[src/rtl/fq_pkg.sv]
// Shared definitions for the ball motion path: field bounds, rest position,
// FSM encoding, datapath widths and small helpers used by the motion generator.
package fq_pkg;
    localparam int POS_W = 10;
    localparam int VEL_W = 6;

    localparam logic [POS_W-1:0] X_MIN    = 10'd144;
    localparam logic [POS_W-1:0] X_MAX    = 10'd783;
    localparam logic [POS_W-1:0] Y_MIN    = 10'd35;
    localparam logic [POS_W-1:0] Y_MAX    = 10'd514;
    localparam logic [POS_W-1:0] X_CENTER = 10'd463;
    localparam logic [POS_W-1:0] Y_CENTER = 10'd275;

    typedef enum logic [1:0] {
        ST_REST   = 2'd0,
        ST_FLYING = 2'd1,
        ST_HELD   = 2'd2
    } state_e;

    // One friction step: move a velocity one unit toward zero.
    function automatic logic signed [VEL_W-1:0] vel_decay(input logic signed [VEL_W-1:0] d);
        if (d > 0)      return d - 6'sd1;
        else if (d < 0) return d + 6'sd1;
        else            return d;
    endfunction

    function automatic logic [POS_W-1:0] clamp_pos(input logic [POS_W-1:0] v,
                                                   input logic [POS_W-1:0] lo,
                                                   input logic [POS_W-1:0] hi);
        if (v < lo)      return lo;
        else if (v > hi) return hi;
        else             return v;
    endfunction
endpackage

[src/rtl/ball_motion_gen_if.sv]
// Throw/catch request bus and position output bus of the ball motion generator.
//   slave  : the generator (consumes throw/catch/hold, produces position/state)
//   master : the game logic side driving requests and watching the ball
interface ball_motion_gen_if;
    import fq_pkg::*;

    logic                    throw_valid;
    logic [VEL_W-1:0]        throw_dx;
    logic [VEL_W-1:0]        throw_dy;
    logic                    throw_ready;
    logic                    catch_req;
    logic [POS_W-1:0]        hold_x;
    logic [POS_W-1:0]        hold_y;
    logic [POS_W-1:0]        x_position;
    logic [POS_W-1:0]        y_position;
    logic                    pos_valid;
    logic [1:0]              state;

    modport slave (
        input  throw_valid, throw_dx, throw_dy, catch_req, hold_x, hold_y,
        output throw_ready, x_position, y_position, pos_valid, state
    );

    modport master (
        output throw_valid, throw_dx, throw_dy, catch_req, hold_x, hold_y,
        input  throw_ready, x_position, y_position, pos_valid, state
    );
endinterface

[src/rtl/ball_motion_gen_axis_step.sv]
// One axis of ball flight: p + d, mirrored back into [lo, hi] when it
// overshoots a wall (velocity sign flips). Landing exactly on a wall is
// not a bounce. Purely combinational.
//   p, d     : current position / signed velocity
//   lo, hi   : inclusive wall positions
//   p_nxt, d_nxt : position and velocity after this frame's move
module ball_axis_step
    import fq_pkg::*;
(
    input  logic [POS_W-1:0]        p,
    input  logic signed [VEL_W-1:0] d,
    input  logic [POS_W-1:0]        lo,
    input  logic [POS_W-1:0]        hi,
    output logic [POS_W-1:0]        p_nxt,
    output logic signed [VEL_W-1:0] d_nxt
);
    logic signed [POS_W:0] n, lo_s, hi_s, r;

    always_comb begin
        lo_s  = $signed({1'b0, lo});
        hi_s  = $signed({1'b0, hi});
        n     = $signed({1'b0, p}) + $signed({{(POS_W+1-VEL_W){d[VEL_W-1]}}, d});
        r     = n;
        d_nxt = d;
        // hi - (n - hi) == 2*hi - n, kept inside 11-bit range
        if (n > hi_s) begin
            r     = hi_s - (n - hi_s);
            d_nxt = -d;
        end else if (n < lo_s) begin
            r     = lo_s + (lo_s - n);
            d_nxt = -d;
        end
        p_nxt = r[POS_W-1:0];
    end
endmodule

[src/rtl/ball_motion_gen.sv]
// Ball motion generator: produces the ball screen position once per frame.
// Integrates a thrown velocity with wall bounces, applies friction every
// FRICTION_FRAMES frames of flight, and tracks a holding player while caught.
//   clk, rst   : clock, synchronous active-high reset
//   frame_tick : one-cycle pulse per video frame
//   bus        : throw/catch/hold requests in, position/pos_valid/state out
module ball_motion_gen
    import fq_pkg::*;
#(
    parameter int FRICTION_FRAMES = 8
) (
    input  logic              clk,
    input  logic              rst,
    input  logic              frame_tick,
    ball_motion_gen_if.slave  bus
);
    localparam logic [1:0] S_REST   = ST_REST;
    localparam logic [1:0] S_FLYING = ST_FLYING;
    localparam logic [1:0] S_HELD   = ST_HELD;
    localparam int CNT_W = $clog2(FRICTION_FRAMES + 1);
    localparam logic [CNT_W-1:0] CNT_LAST = CNT_W'(FRICTION_FRAMES - 1);

    logic [1:0]              state_q;
    logic [POS_W-1:0]        x_q, y_q;
    logic signed [VEL_W-1:0] dx_q, dy_q;
    logic [CNT_W-1:0]        fcnt_q;
    logic                    pv_q;

    logic                    accept, fr_hit;
    logic signed [VEL_W-1:0] dx_in, dy_in;
    logic [POS_W-1:0]        x_mv, y_mv;
    logic signed [VEL_W-1:0] dx_mv, dy_mv, dx_f, dy_f;

    ball_axis_step u_x (.p(x_q), .d(dx_q), .lo(X_MIN), .hi(X_MAX), .p_nxt(x_mv), .d_nxt(dx_mv));
    ball_axis_step u_y (.p(y_q), .d(dy_q), .lo(Y_MIN), .hi(Y_MAX), .p_nxt(y_mv), .d_nxt(dy_mv));

    always_comb begin
        accept = bus.throw_valid && (state_q != S_FLYING);
        // -32 has no positive mirror, so it would break the bounce negation
        dx_in  = (bus.throw_dx == 6'b100000) ? -6'sd31 : $signed(bus.throw_dx);
        dy_in  = (bus.throw_dy == 6'b100000) ? -6'sd31 : $signed(bus.throw_dy);
        fr_hit = (fcnt_q == CNT_LAST);
        dx_f   = fr_hit ? vel_decay(dx_mv) : dx_mv;
        dy_f   = fr_hit ? vel_decay(dy_mv) : dy_mv;
    end

    always_ff @(posedge clk) begin
        if (rst) begin
            state_q <= S_REST;
            x_q     <= X_CENTER;
            y_q     <= Y_CENTER;
            dx_q    <= '0;
            dy_q    <= '0;
            fcnt_q  <= '0;
            pv_q    <= 1'b0;
        end else begin
            pv_q <= frame_tick;
            // Frame update uses the state held before this edge; any
            // throw/catch below then overrides state and velocity.
            if (frame_tick) begin
                case (state_q)
                    S_HELD: begin
                        x_q <= clamp_pos(bus.hold_x, X_MIN, X_MAX);
                        y_q <= clamp_pos(bus.hold_y, Y_MIN, Y_MAX);
                    end
                    S_FLYING: begin
                        x_q    <= x_mv;
                        y_q    <= y_mv;
                        dx_q   <= dx_f;
                        dy_q   <= dy_f;
                        fcnt_q <= fr_hit ? '0 : fcnt_q + CNT_W'(1);
                        if (dx_f == 0 && dy_f == 0)
                            state_q <= S_REST;
                    end
                    default: ;
                endcase
            end
            if (accept) begin
                dx_q    <= dx_in;
                dy_q    <= dy_in;
                fcnt_q  <= '0;
                state_q <= S_FLYING;
            end else if (bus.catch_req) begin
                dx_q    <= '0;
                dy_q    <= '0;
                state_q <= S_HELD;
            end
        end
    end

    assign bus.throw_ready = (state_q != S_FLYING);
    assign bus.x_position  = x_q;
    assign bus.y_position  = y_q;
    assign bus.pos_valid   = pv_q;
    assign bus.state       = state_q;
endmodule

[src/flat_wrapper.sv]
// flat-port wrapper written by rule: the top's interface ports become plain ports
module ball_motion_gen_flat import fq_pkg::*;
#(
    parameter int FRICTION_FRAMES = 8
)
  (clk, rst, frame_tick, bus_throw_valid, bus_throw_dx, bus_throw_dy, bus_catch_req, bus_hold_x, bus_hold_y, bus_throw_ready, bus_x_position, bus_y_position, bus_pos_valid, bus_state);
  ball_motion_gen_if bus_i ();
  input  logic clk;
  input  logic rst;
  input  logic frame_tick;
  input wire logic [$bits(bus_i.throw_valid)-1:0] bus_throw_valid;
  input wire logic [$bits(bus_i.throw_dx)-1:0] bus_throw_dx;
  input wire logic [$bits(bus_i.throw_dy)-1:0] bus_throw_dy;
  input wire logic [$bits(bus_i.catch_req)-1:0] bus_catch_req;
  input wire logic [$bits(bus_i.hold_x)-1:0] bus_hold_x;
  input wire logic [$bits(bus_i.hold_y)-1:0] bus_hold_y;
  output wire logic [$bits(bus_i.throw_ready)-1:0] bus_throw_ready;
  output wire logic [$bits(bus_i.x_position)-1:0] bus_x_position;
  output wire logic [$bits(bus_i.y_position)-1:0] bus_y_position;
  output wire logic [$bits(bus_i.pos_valid)-1:0] bus_pos_valid;
  output wire logic [$bits(bus_i.state)-1:0] bus_state;
  assign bus_i.throw_valid = bus_throw_valid;
  assign bus_i.throw_dx = bus_throw_dx;
  assign bus_i.throw_dy = bus_throw_dy;
  assign bus_i.catch_req = bus_catch_req;
  assign bus_i.hold_x = bus_hold_x;
  assign bus_i.hold_y = bus_hold_y;
  assign bus_throw_ready = bus_i.throw_ready;
  assign bus_x_position = bus_i.x_position;
  assign bus_y_position = bus_i.y_position;
  assign bus_pos_valid = bus_i.pos_valid;
  assign bus_state = bus_i.state;
  ball_motion_gen #(.FRICTION_FRAMES(FRICTION_FRAMES)) u_core (.clk(clk), .rst(rst), .frame_tick(frame_tick), .bus(bus_i));
endmodule
[config.mk]
export PLATFORM = sky130hd
export DESIGN_NAME = ball_motion_gen_flat
export DESIGN_NICKNAME = d
export VERILOG_FILES = /design/src/rtl/fq_pkg.sv /design/src/rtl/ball_motion_gen_if.sv /design/src/rtl/ball_motion_gen_axis_step.sv /design/src/rtl/ball_motion_gen.sv /design/src/flat_wrapper.sv
export SDC_FILE = /design/constraint.sdc
export NUM_CORES = 1
export LEC_CHECK = 0
export ABC_AREA = 0
export CAP_MARGIN = 15
export CORE_MARGIN = 10
export CORE_UTILIZATION = 30
export CTS_CLUSTER_SIZE = 16
export DETAILED_ROUTE_END_ITERATION = 8
export PLACE_DENSITY = 0.43
export REMOVE_ABC_BUFFERS = 1
export SYNTH_ARGS = -nofsm -noshare
export SYNTH_HDL_FRONTEND = slang
export SYNTH_HIERARCHICAL = 1
export SYNTH_SLANG_ARGS = --single-unit
[constraint.sdc]
create_clock -name clk -period 12.2 [get_ports clk]
set_input_delay 1.22 -clock clk [delete_from_list [all_inputs] [get_ports clk]]
set_output_delay 1.22 -clock clk [all_outputs]
set_load 0.005 [all_outputs]
* After elaboration in Yosys (flattened, before gate mapping)
Index checks and enable logic that the tools add are counted.
Word-level totals: bits in registers 39, bits of input ports 37, output and inout port bits 24, logic and storage cells 96
Operators by class: add/sub/neg operators 17, magnitude comparators 12, equality and inequality tests 6, mux-type cells 36, reduce and logical (&&, ||, !) cells 17
Operators by type and width (count):
- two-way mux 6 bit | 20
- two-way mux 10 bit | 8
- zero test 32 bit | 2
- one-hot mux 10 bit (2 select lines) | 2
- adder 11 x 6 -> 11 bit | 2
- > comparator 11 bit (second input constant) | 2
- > comparator 10 bit (second input constant) | 2
- subtractor 9 x 10 -> 10 bit (first input constant) | 2
- adder 6 x 2 -> 6 bit (second input constant) | 2
- equality test 6 bit (second input constant) | 2
- > comparator 6 x 1 -> 1 bit (second input constant) | 2
- < comparator 6 x 1 -> 1 bit (second input constant) | 2
- negator 6 bit | 2
- subtractor 6 x 2 -> 6 bit (second input constant) | 2
- < comparator 11 x 7 -> 1 bit (second input constant) | 1
- < comparator 11 x 9 -> 1 bit (second input constant) | 1
- adder 7 x 10 -> 10 bit (first input constant) | 1
- adder 9 x 10 -> 10 bit (first input constant) | 1
- < comparator 10 x 6 -> 1 bit (second input constant) | 1
- < comparator 10 x 8 -> 1 bit (second input constant) | 1
- subtractor 10 bit (first input constant) | 1
- subtractor 10 bit (second input constant) | 1
- subtractor 10 x 9 -> 10 bit (second input constant) | 1
- subtractor 7 x 10 -> 10 bit (first input constant) | 1
- other kinds (14) | 26

* Depth between registers and ports, before layout
word-level depth 15, gate-level depth with buffers 26, gate-level depth less buffers 24

* Cells and area by module
The synthesis kept the hierarchy.
By module, submodules not included:
- ball_motion_gen | times used 1, cells an instance 326, area an instance 2474.9 um^2, seq. area each 780.7 um^2
- ball_axis_step at u_core.u_y | times used 1, cells an instance 267, area an instance 2069.5 um^2, seq. area each 0.0 um^2
- ball_axis_step at u_core.u_x | times used 1, cells an instance 261, area an instance 2029.4 um^2, seq. area each 0.0 um^2

* Worst setup path before layout
No wires, ideal clock.
kind reg2reg, start reg u_core.y_q[0], in the netlist u_core/bus.y_position[0], end reg u_core.state_q[1], in the netlist u_core/bus.state[1], library setup time 0.120 ns, data arrival time 5.226 ns, required time 12.080 ns, setup slack 6.855 ns, cell stages (with the launch flop) 24, path buffers 1, period minus slack after synthesis 5.345 ns, path through dfxtp_1 ha_1 fa_1 a21oi_2 nand4b_4 nand3b_1 xor2_1 ha_1 a211o_1 a21oi_1 a211oi_1 o21ai_0 nand2b_1 buf_4 nand2_1 mux2_1 inv_1 ha_1 or4b_2 a211oi_1 xnor2_1 nand2_1 or3_1 o31a_1
Between the ends: longest elaborated chain between the ends 12, elaborated cells on any way between the ends 16, those cells by class 3 x add/sub; 4 x order compare; 5 x mux; 4 x reduce/logical
Ends and longest elaborated chain:
- from (decl) | line ball_motion_gen.sv:24 | logic [POS_W-1:0] x_q, y_q;
- from (signal assigned) | line ball_motion_gen.sv:64 | y_q <= clamp_pos(bus.hold_y, Y_MIN, Y_MAX);
- from (signal assigned) | line ball_motion_gen.sv:68 | y_q <= y_mv;
- adder 11 x 6 -> 11 bit * | line ball_motion_gen_axis_step.sv:22 | n = $signed({1'b0, p}) + $signed({{(POS_W+1-VEL_W){d[VEL_W-1]}}, d});
- < comparator 11 x 7 -> 1 bit | line ball_motion_gen_axis_step.sv:29 | end else if (n < lo_s) begin
- two-way mux 6 bit | line ball_motion_gen_axis_step.sv:29
- two-way mux 6 bit * | line ball_motion_gen_axis_step.sv:26 | if (n > hi_s) begin
- via u_core.dy_mv[1] | line ball_motion_gen.sv:32 | logic signed [VEL_W-1:0] dx_mv, dy_mv, dx_f, dy_f;
- adder 6 x 2 -> 6 bit / < comparator 6 x 1 -> 1 bit (equally long branches) | line fq_pkg.sv:23 | else if (d < 0) return d + 6'sd1;
- two-way mux 6 bit | line fq_pkg.sv:23
- two-way mux 6 bit | line fq_pkg.sv:22 | if (d > 0) return d - 6'sd1;
- two-way mux 6 bit * | line ball_motion_gen.sv:44 | dy_f = fr_hit ? vel_decay(dy_mv) : dy_mv;
- zero test 32 bit * | line ball_motion_gen.sv:72 | if (dx_f == 0 && dy_f == 0)
- logical AND 1 bit * | line ball_motion_gen.sv:72
- nonzero test 2 bit (no source line) *
- AND reduction 3 bit (no source line) *
- to (signal assigned) | line ball_motion_gen.sv:73 | state_q <= S_REST;
- to (signal assigned) | line ball_motion_gen.sv:82 | state_q <= S_FLYING;
- to (signal assigned) | line ball_motion_gen.sv:86 | state_q <= S_HELD;
- to (decl) | line ball_motion_gen.sv:23 | logic [1:0] state_q;
The timed path passes the listed nets; every way through them passes the cells marked *. A chain may end at the register's enable or synchronous reset.

* Final worst setup path
start reg u_core.dy_q[0], end reg u_core.state_q[1], in the netlist u_core/bus.state[1]
Between the ends: longest elaborated chain between the ends 12, elaborated cells on any way between the ends 17, those cells by class 4 x add/sub; 4 x order compare; 5 x mux; 4 x reduce/logical
Ends and longest elaborated chain:
- from (decl) | line ball_motion_gen.sv:25 | logic signed [VEL_W-1:0] dx_q, dy_q;
- from (signal assigned) | line ball_motion_gen.sv:70 | dy_q <= dy_f;
- from (signal assigned) | line ball_motion_gen.sv:80 | dy_q <= dy_in;
- adder 11 x 6 -> 11 bit | line ball_motion_gen_axis_step.sv:22
- < comparator 11 x 7 -> 1 bit | line ball_motion_gen_axis_step.sv:29
- two-way mux 6 bit | line ball_motion_gen_axis_step.sv:29
- two-way mux 6 bit * | line ball_motion_gen_axis_step.sv:26
- via u_core.dy_mv[1] | line ball_motion_gen.sv:32
- adder 6 x 2 -> 6 bit / < comparator 6 x 1 -> 1 bit (equally long branches) | line fq_pkg.sv:23
- two-way mux 6 bit | line fq_pkg.sv:23
- two-way mux 6 bit | line fq_pkg.sv:22
- two-way mux 6 bit * | line ball_motion_gen.sv:44
- zero test 32 bit * | line ball_motion_gen.sv:72
- logical AND 1 bit * | line ball_motion_gen.sv:72
- nonzero test 2 bit (no source line) *
- AND reduction 3 bit (no source line) *
Marks and branches as above.

==> results_dict.tcl <==
set metrics [dict create \
    status "finished, final reports clean" \
    fillCellCount 2369 \
    grt.busiest_layer "met2" \
    core_area_mm2 0.0217 \
    drt_pass1_iterations 4 \
    tritoncts "yes" \
    vdd_ir_drop_max_mv 0.0547 \
    grt_max_degree 36 \
    maxCapViolCount 0 \
    tns_ns 0 \
    syn_inst 854 \
    syn_avg_cell_area_um2 7.70 \
    final_util_pct 36.4 \
    use_met3_pct 1.82 \
    use_met2_pct 23.1 \
    drc 0 \
    worstReg2RegStart "u_core/dy_q[0]" \
    min_from "u_core/fcnt_q[1]" \
    cp.required_ns 12.38 \
    setup_viol 0 \
    vias_per_cell 4.89 \
    yosys-top-cells-count "ha_1, inv_1, nor2_1" \
    grt_use_met1_pct 19.3 \
    hold_violations 0 \
    path_max_fanout 19 \
    clkTransAtPathRegs_ns 0.06 \
    drive_above_1_share_pct 5.69 \
    place.detailed.hpwl_um 16500 \
    htreeDepth 2 \
    slew_headroom_pct 40.6 \
    nets 1122 \
    holdPathEnd "u_core/fcnt_q[1]" \
    clock_path_buffers 2 \
    die_h_um 168 \
    start_kind "flop" \
    grt_use_total_pct 14.1 \
    period_minus_slack_ns 6.52 \
    synth_top_area_share_pct 18.3 \
    cp.arrival_ns 6.70 \
    worstRegToRegCells 22 \
    crit_path_cell_trace "ha_1, fa_1, a21oi_2, nand4b_4, nand3b_1, xor2_1, ha_1, a211o_1, a21oi_1, a211oi_1, o21ai_0, nand2b_1, nand2_1, mux2_1, inv_1, ha_1, or4b_2, a211oi_1, xnor2_1, nand2_1, or3_1, o31a_1" \
    grt_pass1_wl_um 32800 \
    crit_type "flop to flop" \
    dieArea_mm2 0.0282 \
    detail-route-antenna-nets 0 \
    cts-root-buf "clkbuf_16" \
    cts_setup_buffers 0 \
    synth-edff-count 0 \
    yosysMostFrequentCell "ha_1" \
    total_power_mw 1.10 \
    synthesis.area_mm2 0.00657 \
    rrSetupSlack_ns 5.68 \
    power_density_mw_per_mm2 139 \
    tightestPinTransition_ns 0.891 \
    fin_skew_ns 0.00289 \
    cts_buffers 5 \
    routedWlPerCell_um 15.7 \
    placed_area_mm2 0.00772 \
    synthToLayoutAreaGrowth_pct 20.1 \
    std_cell_rows 54 \
    gp_congestion 0.840 \
    first_global_vias 6125 \
    r2r_end "u_core/bus.state[1]" \
    yosys-top-cells-area "ha_1, dfxtp_1, xnor2_1" \
    clock_latency_ns 0.29 \
    hold_buffers 0 \
    clock.fmax_ghz 0.153 \
    fin_area_mm2 0.00790 \
    hold_path_class "flop to flop" \
    p_leak_nw 3.51 \
    ys.flop_type "dfxtp_1" \
    ys_async_sr_fraction_pct 0 \
    grt_setup_unrepaired "no" \
    io_buffers 60 \
    ys_types 97 \
    synth_seq_cells 39 \
    finalCritPeriodShare_pct 53.4 \
    yosysWarnings 6 \
    clock-sinks 39 \
    yosysSeqAreaShare_pct 11.9 \
    antenna_cells 0 \
    slew_violations 0 \
    worstSetupEndpointType "flop" \
    slowest_stage "nand2b_1" \
    io_pins 61 \
    vias 6178 \
    initial_core_util_pct 30.3 \
    ctsResizeCount 0 \
    drtIter0Drc 231 \
    gr-total-overflow 0 \
    wl_um 19900 \
    worstHoldPathCells 2 \
    crit_top_cell "ha_1" \
    critPathMaxStageDelay_ns 0.73 \
    die_w_um 168 \
    antenna_found_initial 0 \
    yosysTopAreaCell "ha_1" \
]
## worst max-delay path, delay by kind of cell (launching register included)
| kind | cells | cell delay (ns) |
|---|---|---|
| XOR/XNOR | 2 | 0.48 |
| AND/OR/NAND/NOR | 7 | 2.19 |
| AO/OA/AOI/OAI | 7 | 1.40 |
| buffers and inverters | 1 | 0.17 |
| multiplexers | 1 | 0.48 |
| adder cells (fa/ha/maj) | 4 | 1.23 |
| flip-flops | 1 | 0.45 |
## state kept, by name (all words and copies together), names as in the netlist
register / cells
u_core/bus.x_position: 10
u_core/bus.pos_valid: 1
u_core/fcnt_q: 4
u_core/dx_q: 6
u_core/bus.y_position: 10
u_core/bus.state: 2
u_core/dy_q: 6
## layout by cell type, fill, tap and decap left out, types with 18 or more instances in the layout
master and count:
a211oi_1 19, a21o_1 18, a21oi_1 63, clkdlybuf4s50_1 60, conb_1 87, dfxtp_1 39, ha_1 96, inv_1 81
mux2i_1 18, nand2_1 57, nor2_1 74, nor3_1 28, o21ai_0 42, xnor2_1 38, xor2_1 19
## metrics by stage
step                hold WS (ns)  setup WS (ns)  instances
floorplan                  0.452           6.48        910
CTS                        0.481           5.63       1264
global route               0.536           5.23       1264
global placement           0.472           5.79       1256
detailed placement         0.473           5.66       1256
finish                     0.481           5.68       1264
## cells by family after synthesis
family | share of synthesized area, %
AO/OA/AOI/OAI | 27.8
buffers and inverters | 7.18
other | 0.114
adder cells (fa/ha/maj) | 20.9
XOR/XNOR | 7.84
multiplexers | 3.43
AND/OR/NAND/NOR | 21.0
flip-flops | 11.9
## final cells by class
| type | count | area, um2 | share of cell area (%) |
|---|---|---|---|
| clock inverters | 2 | 35.0 | 0.444 |
| repair buffers | 66 | 646 | 8.17 |
| inverters | 81 | 304 | 3.85 |
| well taps | 280 | 350 | 4.44 |
| multi-input cells | 790 | 5640 | 71.5 |
| flip-flops and latches | 39 | 781 | 9.89 |
| clock buffers | 6 | 139 | 1.76 |
## how the worst max path moves through the flow
stage | cells after the start | slack [ns] | endpoint | startpoint
3_3_place_gp | 22 | 5.79 | u_core/bus.state[1] | u_core/dy_q[0]
4_1_cts | 22 | 5.63 | u_core/bus.state[1] | u_core/dy_q[0]
3_5_place_dp | 22 | 5.66 | u_core/bus.state[1] | u_core/dy_q[0]
5_1_grt | 22 | 5.23 | u_core/bus.state[1] | u_core/dy_q[0]
6_report | 22 | 5.68 | u_core/bus.state[1] | u_core/dy_q[0]
2_1_floorplan | 22 | 6.48 | u_core/bus.state[1] | u_core/dy_q[0]
## power breakdown
| group | internal, mW | switching [mW] | leakage, nW |
|---|---|---|---|
| combinational | 0.335 | 0.450 | 3.11 |
| sequential | 0.138 | 0.0153 | 0.321 |
| clock | 0.102 | 0.0564 | 0.0868 |
| total | 0.574 | 0.522 | 3.51 |
## metal layers
metal	wire [um]	share of wire (%)
met1	10100	51
met2	9080	46
met5	0	0
met4	218	1.1
met3	484	2.4
Power figures use the tool's default switching activity.
